`src/rtl/fsm_out_misr_monitor_pkg.sv`:
```
// Shared types and constants for the FSM y-output MISR monitor.
package fsm_mon_pkg;

    localparam int MON_WIDTH = 23;

    // x^23 + x^5 + 1 feedback mask
    localparam logic [MON_WIDTH-1:0] DEFAULT_TAPS = 23'h000021;

    typedef enum logic [1:0] {
        IDLE = 2'd0,
        RUN  = 2'd1,
        CMP  = 2'd2,
        DONE = 2'd3
    } mon_state_t;

endpackage

```
`src/rtl/fsm_out_misr_monitor_misr_core.sv`:
```
// Multiple-input signature register: shift left, fold the MSB back through
// the tap mask, and XOR in the parallel input word.
module misr_core
    import fsm_mon_pkg::*;
#(
    parameter int               WIDTH = MON_WIDTH,
    parameter logic [WIDTH-1:0] TAPS  = WIDTH'(DEFAULT_TAPS)
) (
    input  logic             clk,
    input  logic             rst,
    input  logic             clr,
    input  logic             en,
    input  logic [WIDTH-1:0] d,
    output logic [WIDTH-1:0] q
);

    logic [WIDTH-1:0] feedback;

    assign feedback = q[WIDTH-1] ? TAPS : '0;

    // Signature register; clear wins over a same-cycle update.
    always_ff @(posedge clk or posedge rst) begin
        if (rst) begin
            q <= '0;
        end else if (clr) begin
            q <= '0;
        end else if (en) begin
            q <= {q[WIDTH-2:0], 1'b0} ^ feedback ^ d;
        end
    end

endmodule

```
`src/rtl/fsm_out_misr_monitor.sv`:
```
// Compacts the controller FSM's y-output vector over a programmed window of
// valid samples, compares the signature with a golden value, and flags long
// runs of all-zero samples (suppressed outputs).
//
//   state | meaning
//   ------+-------------------------------------------------------------
//   IDLE  | out of reset, waiting for start
//   RUN   | compacting valid samples until the window count is consumed
//   CMP   | one cycle: latch signature, compare to golden, pulse done
//   DONE  | results held; start opens a new window
module fsm_out_misr_monitor
    import fsm_mon_pkg::*;
#(
    parameter int               WIDTH       = MON_WIDTH,
    parameter int               CNT_W       = 16,
    parameter logic [WIDTH-1:0] TAPS        = WIDTH'(DEFAULT_TAPS),
    parameter int               SILENCE_MAX = 4
) (
    input  logic             clk,
    input  logic             rst,
    input  logic             start,
    input  logic [CNT_W-1:0] window_len,
    input  logic [WIDTH-1:0] golden,
    input  logic [WIDTH-1:0] y_vec,
    input  logic             y_valid,
    output logic             busy,
    output logic             done,
    output logic             pass,
    output logic [WIDTH-1:0] signature,
    output logic             silence_alarm,
    output logic [CNT_W-1:0] zero_run_max
);

    localparam logic [CNT_W-1:0] SIL_LIMIT = CNT_W'(SILENCE_MAX);
    localparam logic [CNT_W-1:0] CNT_SAT   = {CNT_W{1'b1}};

    mon_state_t       state, state_nxt;
    logic [CNT_W-1:0] remain;
    logic [CNT_W-1:0] zrun;
    logic [CNT_W-1:0] zrun_inc;
    logic [WIDTH-1:0] golden_q;
    logic [WIDTH-1:0] misr_q;
    logic             accept;
    logic             sample;

    // start only counts when no window is in flight
    assign accept   = start && ((state == IDLE) || (state == DONE));
    assign sample   = (state == RUN) && y_valid;
    assign zrun_inc = (zrun == CNT_SAT) ? zrun : zrun + 1'b1;
    assign busy     = (state == RUN) || (state == CMP);

    misr_core #(
        .WIDTH (WIDTH),
        .TAPS  (TAPS)
    ) u_misr (
        .clk (clk),
        .rst (rst),
        .clr (accept),
        .en  (sample),
        .d   (y_vec),
        .q   (misr_q)
    );

    // State register.
    always_ff @(posedge clk or posedge rst) begin
        if (rst) begin
            state <= IDLE;
        end else begin
            state <= state_nxt;
        end
    end

    // Next-state decode; an empty window skips straight to the compare.
    always_comb begin
        state_nxt = state;
        case (state)
            IDLE, DONE: begin
                if (start) begin
                    state_nxt = (window_len == '0) ? CMP : RUN;
                end
            end
            RUN: begin
                if (sample && (remain == CNT_W'(1))) begin
                    state_nxt = CMP;
                end
            end
            CMP:     state_nxt = DONE;
            default: state_nxt = IDLE;
        endcase
    end

    // Window counter, zero-run tracking and result latching.
    always_ff @(posedge clk or posedge rst) begin
        if (rst) begin
            remain        <= '0;
            golden_q      <= '0;
            signature     <= '0;
            pass          <= 1'b0;
            done          <= 1'b0;
            zrun          <= '0;
            zero_run_max  <= '0;
            silence_alarm <= 1'b0;
        end else begin
            done <= (state == CMP);
            if (accept) begin
                remain        <= window_len;
                golden_q      <= golden;
                signature     <= '0;
                pass          <= 1'b0;
                zrun          <= '0;
                zero_run_max  <= '0;
                silence_alarm <= 1'b0;
            end else if (sample) begin
                remain <= remain - 1'b1;
                if (y_vec == '0) begin
                    zrun <= zrun_inc;
                    if (zrun_inc > zero_run_max) begin
                        zero_run_max <= zrun_inc;
                    end
                    if (zrun_inc > SIL_LIMIT) begin
                        silence_alarm <= 1'b1;
                    end
                end else begin
                    zrun <= '0;
                end
            end
            if (state == CMP) begin
                signature <= misr_q;
                pass      <= (misr_q == golden_q);
            end
        end
    end

endmodule

```
`config.mk`:
```
export PLATFORM = sky130hd
export DESIGN_NAME = fsm_out_misr_monitor
export DESIGN_NICKNAME = d
export VERILOG_FILES = /design/src/rtl/fsm_out_misr_monitor_pkg.sv /design/src/rtl/fsm_out_misr_monitor_misr_core.sv /design/src/rtl/fsm_out_misr_monitor.sv
export SDC_FILE = /design/constraint.sdc
export NUM_CORES = 1
export LEC_CHECK = 0
export ABC_CLOCK_PERIOD_IN_PS = 3800
export CAP_MARGIN = 15
export CORE_ASPECT_RATIO = 1.4
export CORE_MARGIN = 3
export CORE_UTILIZATION = 45
export DETAILED_ROUTE_END_ITERATION = 8
export MAX_ROUTING_LAYER = met4
export PLACE_DENSITY_LB_ADDON = 0.15
export SLEW_MARGIN = 20
export SYNTH_ARGS = -nofsm -noshare
export SYNTH_HDL_FRONTEND = slang
export SYNTH_SLANG_ARGS = --single-unit
export TNS_END_PERCENT = 50
```
`constraint.sdc`:
```
create_clock -name clk -period 3.8 [get_ports clk]
set_input_delay 0.38 -clock clk [delete_from_list [all_inputs] [get_ports clk]]
set_output_delay 0.38 -clock clk [all_outputs]
set_load 0.005 [all_outputs]
```
# [Yosys cells after proc, flatten, opt, wreduce, memory -nomap -nowiden]
# Cells that the tools add are included.
[op_classes] add_sub_neg=2 order_cmp=2 n_eq_ne=8 muxes=25 n_bitwise=2 reduce_logical=17
[op_table] op="16-bit 2-to-1 mux" count=10
[op_table] op="23-bit 2-to-1 mux" count=4
[op_table] op="23-bit bitwise XOR" count=2
[op_table] op="23-bit equality test" count=1
[op_table] op="23-bit zero test" count=1
[op_table] op="16-bit by 1-bit adder with 16-bit output (second input constant)" count=1
[op_table] op="16-bit by 1-bit equality test with 1-bit output (second input constant)" count=1
[op_table] op="16-bit equality test (second input constant)" count=1
[op_table] op="16-bit greater-than comparator" count=1
[op_table] op="16-bit by 3-bit greater-than comparator with 1-bit output (second input constant)" count=1
[op_table] op="16-bit zero test" count=1
[op_table] op="16-bit by 1-bit subtractor with 16-bit output (second input constant)" count=1
[op_table] op="2-bit nonzero test" count=5
[op_table] op="1-bit 2-to-1 mux" count=6
[op_table] op="2-bit 2-to-1 mux" count=3
[op_table] op="6-bit 2-to-1 mux" count=1
[op_table] op="2-bit case mux with 3 select lines" count=1
[op_table] op="3-bit AND reduction" count=2
[op_table] op="2-bit equality test (second input constant)" count=2
[op_table] op="1-bit logical AND" count=3
[op_table] op="2-bit by 1-bit equality test with 1-bit output (second input constant)" count=1
[op_table] op="2-bit zero test" count=1
[op_table] op="1-bit logical OR" count=2
[op_table] op="2-bit by 1-bit != test with 1-bit output (second input constant)" count=1
[op_table] op="other kinds (3)" count=3
[totals] reg_bits=122 input_bits=66 out_inout_bits=43 word_cells=66

# [Logic depth before layout (Yosys ltp)]
# Gate-level depths: netlist (run 1).
[logic_depth] depth_word=7 ltp_mapped=16 ltp_nobuf=14

# [Cells and area by module]
# Synthesis (run 1) repeated with hierarchy kept, for this count alone.
[unflattened] cells_unflattened=710 area_unflattened_um2=6578.8
[by_module_without_submodules] module="fsm_out_misr_monitor" n_inst=1 cells_each=610 area_each_um2=5366.4 seq_area_each_um2=2477.4
[by_module_without_submodules] module="misr_core" n_inst=1 cells_each=100 area_each_um2=1212.4 seq_area_each_um2=575.6

# [Least setup slack after synthesis (run 1)]
# No wires, ideal clock.
[synth_path] path_type="register to register" from="reg zrun[1]" to="reg zero_run_max[3]" setup_ps=121 arrival_ps=3465 t_required_ps=3679 setup_slack_ps=215 path_stages_with_launch=15 n_path_buf=1 period_less_slack_ps=3585 path_cell_list="dfrtp_1 > ha_1 > and4_1 > nand3_1 > or4b_2 > o21ai_0 > inv_1 > ha_1 > and4_1 > nand2_1 > o311a_1 > mux2i_2 > a31oi_4 > buf_6 > a22o_1"
[synth_via] elab_chain_len=6 elab_cells_between_ends=10 cone_classes="1 x add/sub; 1 x order compare; 1 x eq/ne; 5 x mux; 2 x reduce/logical"
[synth_rtl] item="from (decl)" line_no="fsm_out_misr_monitor.sv:39" source="logic [CNT_W-1:0] zrun;"
[synth_rtl] item="from (signal assigned)" line_no="fsm_out_misr_monitor.sv:116" source="zrun <= zrun_inc;"
[synth_rtl] item="16-bit by 1-bit adder with 16-bit output or 16-bit equality test (tied branches)" line_no="fsm_out_misr_monitor.sv:49" source="assign zrun_inc = (zrun == CNT_SAT) ? zrun : zrun + 1'b1;"
[synth_rtl] item="16-bit 2-to-1 mux (*)" line_no="fsm_out_misr_monitor.sv:49"
[synth_rtl] item="branches (longest 4 deep; another with 16-bit greater-than comparator)"
[synth_rtl] item="to (signal assigned)" line_no="fsm_out_misr_monitor.sv:118" source="zero_run_max <= zrun_inc;"
[synth_rtl] item="to (decl)" line_no="fsm_out_misr_monitor.sv:31" source="output logic [CNT_W-1:0] zero_run_max"
# Every way passes the cells marked *. The select of a mux whose other input is x is not followed.
# A chain may end at the register's enable or synchronous reset.

# [Worst setup path after layout (run 1)]
[layout_path] from="reg zrun[15]" to="reg zero_run_max[1]"
[layout_via] elab_chain_len=6 elab_cells_between_ends=10 cone_classes="1 x add/sub; 1 x order compare; 1 x eq/ne; 5 x mux; 2 x reduce/logical"
[layout_rtl] item="branches (longest 1 deep; another with 16-bit by 1-bit adder with 16-bit output)"
[layout_rtl] item="16-bit 2-to-1 mux (*)" line_no="fsm_out_misr_monitor.sv:49"
[layout_rtl] item="branches (longest 4 deep; another with 16-bit greater-than comparator)"
# Marked as above.

==> impl_metrics.ini, run 1 <==
[run_status]
outcome = finished, final reports clean

[cells_and_area]
layout-drive-gt1-share_pct = 11.1
n_fill_cell = 1177
postLayoutCellArea_sq_um = 8610
final_cells = 1033
layout.nets = 919
seqCellArea_sq_um = 3060
syn2layout_area_growth_pct = 33.8
diodes = 0
multi_input_area_sq_um = 3170

[routing]
wl_per_cell_um = 18.6
routed_wl_mm = 19.2
viasPerCell = 5.45
num_vias = 5632
remaining_drc_errors = 0
drt.antenna.violating_nets = 0
drtIter0Drc = 298
dr.pass1.iters = 6

[grt]
grt_pass1_wl_mm = 30.8
grt_max_degree = 78
grt_usage_pct = 25.9
grt_overflow = 0
grt_pass1_vias = 5969
antenna_found_initial = 0

[timing]
slew_headroom_pct = 56.4
slew_violations = 0
fmaxAchievable_mhz = 272
whs_ns = 0.394
hold_viol_final = 0
min_period_over_period_pct = 96.6
skew_ns = 0.0101
setup_violations = 0
worstMarginPinSlew_ns = 0.649
post-route-min-period_ns = 3.67

[clock_network]
cts_made_buffers = 17
clock_path_buffers = 2
post_cts_buffers = 0
clk_latency_ns = 0.41
cts_tree = built
postCtsHoldBufs = 0
clock-root-buffer = clkbuf_16
clk_pin_slew_ns = 0.06
htreeDepth = 4
cts_num_sinks = 122

[synthesis]
synth_flop_cell = dfrtp_1
synthCells = 700
synth-async-reset-ratio_pct = 100
synth.distinct_cells = 52
synth_top_area_share_pct = 47.4
yosysTopAreaCell = dfrtp_1
ys_ff_latch = 122
avgSynthCellArea_sq_um = 9.20
synth_area_leaders = dfrtp_1, nand2_1, xnor2_1
netlist_area_sq_um = 6440
synth_fp_nets = 784
ys_seq_area_share_pct = 47.4
synth-edff-count = 0
yosysWarnings = 0

[power]
peakVddDrop_mv = 0.449
leakage_nw = 3.68
powerDensity_nw_per_um2 = 642

[critical_path]
path_cells = and4_1 -> a41oi_2 -> and2_1 -> nand3_1 -> xnor2_2 -> buf_4 -> ha_1 -> nand4_1 -> buf_4 -> nor2_1 -> nand3_1 -> nor4b_2 -> mux2i_4 -> and3_2 -> a22o_1
r2r-end = zero_run_max[1]
criticalPathCategory = reg2reg
slowest_delay_ns = 0.44
r2r_cells = 15
critPathMaxFanout = 13
startpoint_type = register
required_ns = 4.10
crit_family = simple AND/OR/NAND/NOR gates
reg2reg_slack_ns = 0.13
cp_slowest_cell = dfrtp_1
r2r-start = zrun[15]
critical_path_buf_inv_count = 2
critical_path_arrival_ns = 3.97
end_kind = register

[placed_design]
hpwl_mm = 14.2
dp_cells = 1001
portBuffers = 108
place_congestion = 0.941
place_area_sq_um = 7930

[die]
floorplan.rows = 51
io_pins = 109
die_h_um = 148
dieArea_sq_um = 15800
core_region_area_sq_um = 14000
start_util_pct = 46.1
fp.dieW_um = 107

[flow_run]
drv_cap = 0

[worst_hold_path]
hp-class = in2async
-- synthesized netlist by cell type, types with 3 or more instances --
cell	count
nand2_1	161
dfrtp_1	122
xnor2_1	62
o21ai_0	56
nor2_1	42
inv_1	27
a211oi_1	24
clkbuf_1	22
a22o_1	21
ha_1	18
nand3_1	17
nor4_1	17
nand4_1	16
a21oi_1	11
nor3_1	11
xor2_1	9
and2_1	6
buf_1	6
and4_1	4
and3_1	3
buf_4	3
mux2i_1	3
o2bb2ai_1	3
-- repair_timing --
action                                 in CTS  in global routing
pin swaps                                   0                  1
gates resized for setup                     1                  9
setup endpoints to repair                  11                 16
gates cloned                                0                  0
endpoints found under the hold margin       0                  0
-- cell type report --
type | count | area share (%)
inverters | 27 | 1.21
flip-flops and latches | 122 | 35.5
clock inverters | 13 | 2.22
clock buffers | 19 | 5.14
well taps | 185 | 2.69
multi-input cells | 516 | 36.8
repair buffers | 151 | 16.4
-- flip-flops by register name, summed over array words and instances, names as in the netlist --
| name | count |
|---|---|
| u_misr.q | 23 |
| state | 2 |
| zrun | 16 |
| zero_run_max | 16 |
| pass | 1 |
| silence_alarm | 1 |
| done | 1 |
| signature | 23 |
| remain | 16 |
| golden_q | 23 |
-- cell families (layout without fill, tap and decap cells) --
family | after synthesis | after routing | share of synthesized area, %
AOI/OAI and AO/OA | 134 | 134 | 14.5
xor gates and xnor gates | 71 | 71 | 9.66
adders and majority gates | 19 | 19 | 3.67
buffers and inverters | 62 | 210 | 4.06
DFF | 122 | 122 | 47.4
muxes | 5 | 5 | 0.855
and+or+nand+nor | 287 | 287 | 19.8
-- cell usage in the layout, fill, tap and decap left out, drive strengths merged, types with 21 or more instances in the layout --
master and instances:
nand2 161, dfrtp 122, buf 43, xnor2 62
o21ai 56, a211oi 24, inv 29, clkdlybuf4s50 108
nor2 42, a22o 21
-- metrics by stage --
| step | total power, mW | setup slack [ns] | setup TNS, ns | utilization [%] |
|---|---|---|---|---|
| after floorplan | 3.18 | 0.177 | 0 | - |
| after global placement | 3.75 | 0.0429 | 0 | 56.7 |
| after detailed placement | 3.81 | 0.0107 | 0 | 56.7 |
| after CTS | 5.57 | 0.0597 | 0 | 61.3 |
| after global routing | 5.88 | -0.0745 | -0.794 | 61.6 |
| final | 5.53 | 0.129 | 0 | 61.6 |
-- power by group --
| part | leakage (nW) | total, mW | internal (mW) | switching, mW |
|---|---|---|---|---|
| Sequential | 1.60 | 2.04 | 1.67 | 0.370 |
| Clock | 0.312 | 1.72 | 1.12 | 0.603 |
| Combinational | 1.76 | 1.76 | 0.780 | 0.982 |
-- how the worst max path moves through the flow --
stage / start / cells past startpoint / slack, ns / end
2_1_floorplan: rst / 1 / 0.18 / done
3_3_place_gp: zrun[4] / 15 / 0.04 / zero_run_max[2]
3_5_place_dp: zrun[4] / 15 / 0.01 / zero_run_max[4]
4_1_cts: zrun[4] / 15 / 0.06 / zero_run_max[1]
5_1_grt: zrun[4] / 15 / -0.07 / zero_run_max[1]
6_report: zrun[15] / 15 / 0.13 / zero_run_max[1]
-- routing by layer --
layer / vias to the layer above / wire length, um / track usage, %
met1: 2708 / 7290 / 27.8
met3: 63 / 744 / 4.54
met4: 0 / 1070 / 13.6
met2: 171 / 10100 / 45.3
li1: 2690 / - / -
met5: - / 0 / -
Note: power is estimated with default switching activity, not from simulation.
==> run 2: changes to the inputs <==
--- a/config.mk
+++ b/config.mk
@@ -5,7 +5,7 @@
 export SDC_FILE = /design/constraint.sdc
 export NUM_CORES = 1
 export LEC_CHECK = 0
-export ABC_CLOCK_PERIOD_IN_PS = 3800
+export ABC_CLOCK_PERIOD_IN_PS = 4400
 export CAP_MARGIN = 15
 export CORE_ASPECT_RATIO = 1.4
 export CORE_MARGIN = 3
==> constraint.sdc (replaced) <==
create_clock -name clk -period 4.4 [get_ports clk]
set_input_delay 0.44 -clock clk [delete_from_list [all_inputs] [get_ports clk]]
set_output_delay 0.44 -clock clk [all_outputs]
set_load 0.005 [all_outputs]
==> impl_metrics.ini, run 2 (synthesis results as in run 1) <==
[run_status]
outcome = finished, final reports clean

[grt]
grtUsageMet3_pct = 4.15
grt_usage_pct = 25.7
grt_most_used_layer = met2
antenna_found_initial = 0
grt_max_degree = 65
grt_pass1_vias = 5753
grt_pass1_wl_mm = 30.3
grtUsageMet1_pct = 27.7
grt_overflow = 0
grt_util_met2_pct = 44.9

[routing]
drt.antenna.violating_nets = 0
drtIter0Drc = 256
wl_per_cell_um = 18.9
remaining_drc_errors = 0
routed_wl_mm = 19.0
num_vias = 5599
dr.pass1.iters = 5
viasPerCell = 5.56

[placed_design]
portBuffers = 108
hpwl_mm = 13.9
dp_slack_ns = 0.187
place_area_sq_um = 7710
place_congestion = 0.902

[cells_and_area]
layout.cells.most_common_list = nand2_1, dfrtp_1, clkdlybuf4s50_1
layout-drive-gt1-share_pct = 7.18
layout.nets = 893
final_common_cell = nand2_1
top_regs = golden_q x23, signature x23, u_misr.q x23
postLayoutCellArea_sq_um = 8380
syn2layout_area_growth_pct = 30.1
diodes = 0

[clock_network]
cts_tree = built
htreeDepth = 4
clock-root-buffer = clkbuf_16
post_cts_buffers = 0
cts_num_sinks = 122
ctsResizeCount = 0
clock_path_buffers = 2
cts_made_buffers = 17
clk_latency_ns = 0.42
clk_pin_slew_ns = 0.05
postCtsHoldBufs = 0

[critical_path]
slowest_delay_ns = 0.64
required_ns = 4.70
critPathLaunch = zrun[0]
end_kind = register
startpoint_type = register
cp_slowest_cell = or4b_2
critical_path_arrival_ns = 4.35
r2r-start = zrun[0]
critPathMaxFanout = 8
r2r_cells = 14
reg2reg_slack_ns = 0.35
path_cells = ha_2 -> and4_1 -> nand3_1 -> or4b_2 -> o21ai_0 -> inv_1 -> ha_1 -> and4_1 -> nand2_1 -> a311oi_1 -> nand3_1 -> mux2i_4 -> a31oi_4 -> a22o_1
r2r-end = zero_run_max[12]
criticalPathCategory = reg2reg

[timing]
slew_violations = 0
worstMarginPinSlew_ns = 0.921
slew_headroom_pct = 38.5
fmaxAchievable_mhz = 247
rsz0062_at_grt = false
hold_viol_final = 0
post-route-min-period_ns = 4.05
whs_ns = 0.437
fin_setup_tns_ns = 0
min_period_over_period_pct = 91.9
skew_ns = 0.00761
setup_slack_ns = 0.355
setup_violations = 0

[flow_run]
drv_cap = 0

[power]
seqPwrFrac_pct = 37.0
p_comb_share_pct = 31.8
peakVddDrop_mv = 0.254
p_int_mw = 3.09
p_sw_mw = 1.65
clkPwrFrac_pct = 31.2
switching_share_pct = 34.8
powerDensity_nw_per_um2 = 566
leakage_nw = 3.52

[die]
start_util_pct = 46.1
io_pins = 109
die_h_um = 148
fp.dieW_um = 107
core_region_area_sq_um = 14000
dieArea_sq_um = 15800
floorplan.rows = 51

[worst_hold_path]
hp-class = in2async
run 2: changes by cell type in the layout (fill, tap and decap cells not counted), sizes merged:
cell / delta
a31oi: +1
buf: -27
clkbuf: +5
inv: -2
clkinv: -3
run 2: how the worst max path moves through the flow:
stage | end | cells past startpoint
2_1_floorplan | done | 1
3_3_place_gp | zero_run_max[14] | 14
3_5_place_dp | zero_run_max[12] | 14
4_1_cts | zero_run_max[12] | 14
5_1_grt | zero_run_max[12] | 14
6_report | zero_run_max[12] | 14
run 2: layout make-up:
cell class	count	area [sq um]
inverters	27	104
multi-input cells	517	3170
repair buffers	124	1200
clock inverters	8	140
clock buffers	24	482
fillers	1193	5600
flip-flops and latches	122	3050
well taps	185	231
run 2: stage by stage:
| step | total power, mW | utilization, % | instances |
|---|---|---|---|
| floorplan | 2.75 | - | 700 |
| global placement | 3.20 | 55.2 | 974 |
| detailed placement | 3.25 | 55.2 | 974 |
| CTS | 4.76 | 59.7 | 1006 |
| global route | 5.05 | 59.9 | 1007 |
| finish | 4.74 | 59.9 | 1007 |
run 2: power groups by stage:
stage               clock (mW)  combinational, mW  sequential, mW
global route              1.55               1.70            1.80
finish                    1.48               1.51            1.75
CTS                       1.50               1.50            1.76
global placement             0               1.44            1.76
floorplan                    0               1.06            1.69
detailed placement           0               1.48            1.77
run 2: worst max-delay path, delay by kind of cell (launching register included):
kind	cells	cell delay (ns)
buf+inv	1	0.11
compound gates	4	0.88
fa+ha+maj	2	0.59
flops	1	0.48
simple gates	6	1.55
mux	1	0.32
run 2: routing by layer:
metal  share of wire (%)  vias up
met5                   0        -
met4                 5.0        0
met3                 4.4       62
met2                  53      191
met1                  37     2710
li1                    -     2636
==> run 3: changes to the inputs <==
--- a/config.mk
+++ b/config.mk
@@ -10,8 +10,8 @@
 export CORE_ASPECT_RATIO = 1.4
 export CORE_MARGIN = 3
 export CORE_UTILIZATION = 45
+export CTS_CLUSTER_DIAMETER = 60
 export DETAILED_ROUTE_END_ITERATION = 8
-export MAX_ROUTING_LAYER = met4
 export PLACE_DENSITY_LB_ADDON = 0.15
 export SLEW_MARGIN = 20
 export SYNTH_ARGS = -nofsm -noshare
==> impl_metrics.ini, run 3 (synthesis results as in run 1) <==
[power]
powerDensity_nw_per_um2 = 575
p_int_mw = 3.17
p_comb_share_pct = 30.9
peakVddDrop_mv = 0.304
seqPwrFrac_pct = 36.7
leakage_nw = 3.53
clkPwrFrac_pct = 32.4
power.total_mw = 4.81
switching_share_pct = 34.2
p_sw_mw = 1.65

[grt]
grt_max_degree = 63
grt_usage_pct = 25.2
grt_most_used_layer = met2
grt_overflow = 0
grt_pass1_wl_mm = 30.5
grt_pass1_vias = 5687
grtUsageMet3_pct = 5.77
grt_util_met2_pct = 44.7
grtUsageMet1_pct = 28.1
antenna_found_initial = 0

[clock_network]
clk_pin_slew_ns = 0.05
cts_num_sinks = 122
postCtsHoldBufs = 0
clock_path_buffers = 2
cts_made_buffers = 17
cts_tree = built
clk_latency_ns = 0.42
clock-root-buffer = clkbuf_16
htreeDepth = 4
ctsResizeCount = 0
post_cts_buffers = 0

[timing]
setup_slack_ns = 0.190
slew_headroom_pct = 53.4
setup_violations = 0
fin_setup_tns_ns = 0
worstMarginPinSlew_ns = 0.694
rsz0062_at_grt = false
fmaxAchievable_mhz = 238
skew_ns = 0.00770
post-route-min-period_ns = 4.21
hold_viol_final = 0
min_period_over_period_pct = 95.7
whs_ns = 0.400
slew_violations = 0

[die]
io_pins = 109
floorplan.rows = 51
fp.dieW_um = 107
dieArea_sq_um = 15800
die_h_um = 148
core_region_area_sq_um = 14000
start_util_pct = 46.1

[placed_design]
place_congestion = 0.908
hpwl_mm = 14.0
dp_slack_ns = 0.174
portBuffers = 108

[cells_and_area]
syn2layout_area_growth_pct = 30.0
layout.cells.most_common_list = nand2_1, dfrtp_1, clkdlybuf4s50_1
top_regs = golden_q x23, signature x23, u_misr.q x23
layout.nets = 892
layout-drive-gt1-share_pct = 6.82
multi_input_area_sq_um = 3130
n_fill_cell = 1185
seqCellArea_sq_um = 3050
diodes = 0
final_common_cell = nand2_1

[routing]
drtIter0Drc = 267
remaining_drc_errors = 0
drt.antenna.violating_nets = 0
viasPerCell = 5.53
wl_per_cell_um = 19.1
dr.pass1.iters = 4
num_vias = 5559
routed_wl_mm = 19.2

[critical_path]
required_ns = 4.70
end_kind = register
critPathMaxFanout = 16
reg2reg_slack_ns = 0.19
r2r_cells = 14
criticalPathCategory = reg2reg
startpoint_type = register
critical_path_arrival_ns = 4.51

[run_status]
outcome = finished, final reports clean

[flow_run]
drv_cap = 0

[worst_hold_path]
hp-class = in2async
-- run 3: layer usage --
layer	vias to the layer above	wire (um)
li1	2629	-
met3	51	806
met2	183	10200
met4	0	837
met1	2696	7320
met5	-	0
-- run 3: through the flow --
step,util (%),cells,area (sq um)
global route,59.9,1006,8370
detailed placement,55.2,974,7710
global placement,55.2,974,7710
CTS,59.9,1006,8370
finish,59.9,1006,8370
floorplan,-,700,6440
-- run 3: area by class of cell --
type | instances | share of cell area, %
clock inverter | 7 | 1.91
tap | 185 | 2.76
clock buffer | 25 | 5.92
inverter | 27 | 1.24
timing repair buffer | 124 | 14.3
multi-input combinational | 516 | 37.3
sequential | 122 | 36.5
-- run 3: final timing paths --
check                       startpoint          endpoint
setup / recovery               zrun[0]  zero_run_max[13]
setup reg to reg               zrun[0]  zero_run_max[13]
min in group clk           golden_q[3]       golden_q[3]
hold / removal                     rst   zero_run_max[7]
max in group asynchronous          rst         remain[3]
hold reg to reg            golden_q[3]       golden_q[3]
-- run 3: worst max-delay path, stage by stage, from the launching register on --
cell and delay [ns]:
dfrtp_1 0.49, ha_1 0.30, and4_1 0.28, nand3_1 0.15, or4b_2 0.65, o21ai_0 0.19
inv_1 0.12, ha_1 0.31, and4_1 0.22, nand2_1 0.08, a311oi_1 0.24, nand3_1 0.17
mux2i_2 0.31, a31oi_4 0.26, a22o_1 0.31
-- run 3: power by group through the flow --
| stage | Sequential (mW) | Combinational [mW] | Clock, mW |
|---|---|---|---|
| floorplan | 1.69 | 1.06 | 0 |
| global placement | 1.76 | 1.45 | 0 |
| detailed placement | 1.78 | 1.49 | 0 |
| CTS | 1.77 | 1.51 | 1.58 |
| global route | 1.80 | 1.68 | 1.63 |
| finish | 1.76 | 1.49 | 1.56 |
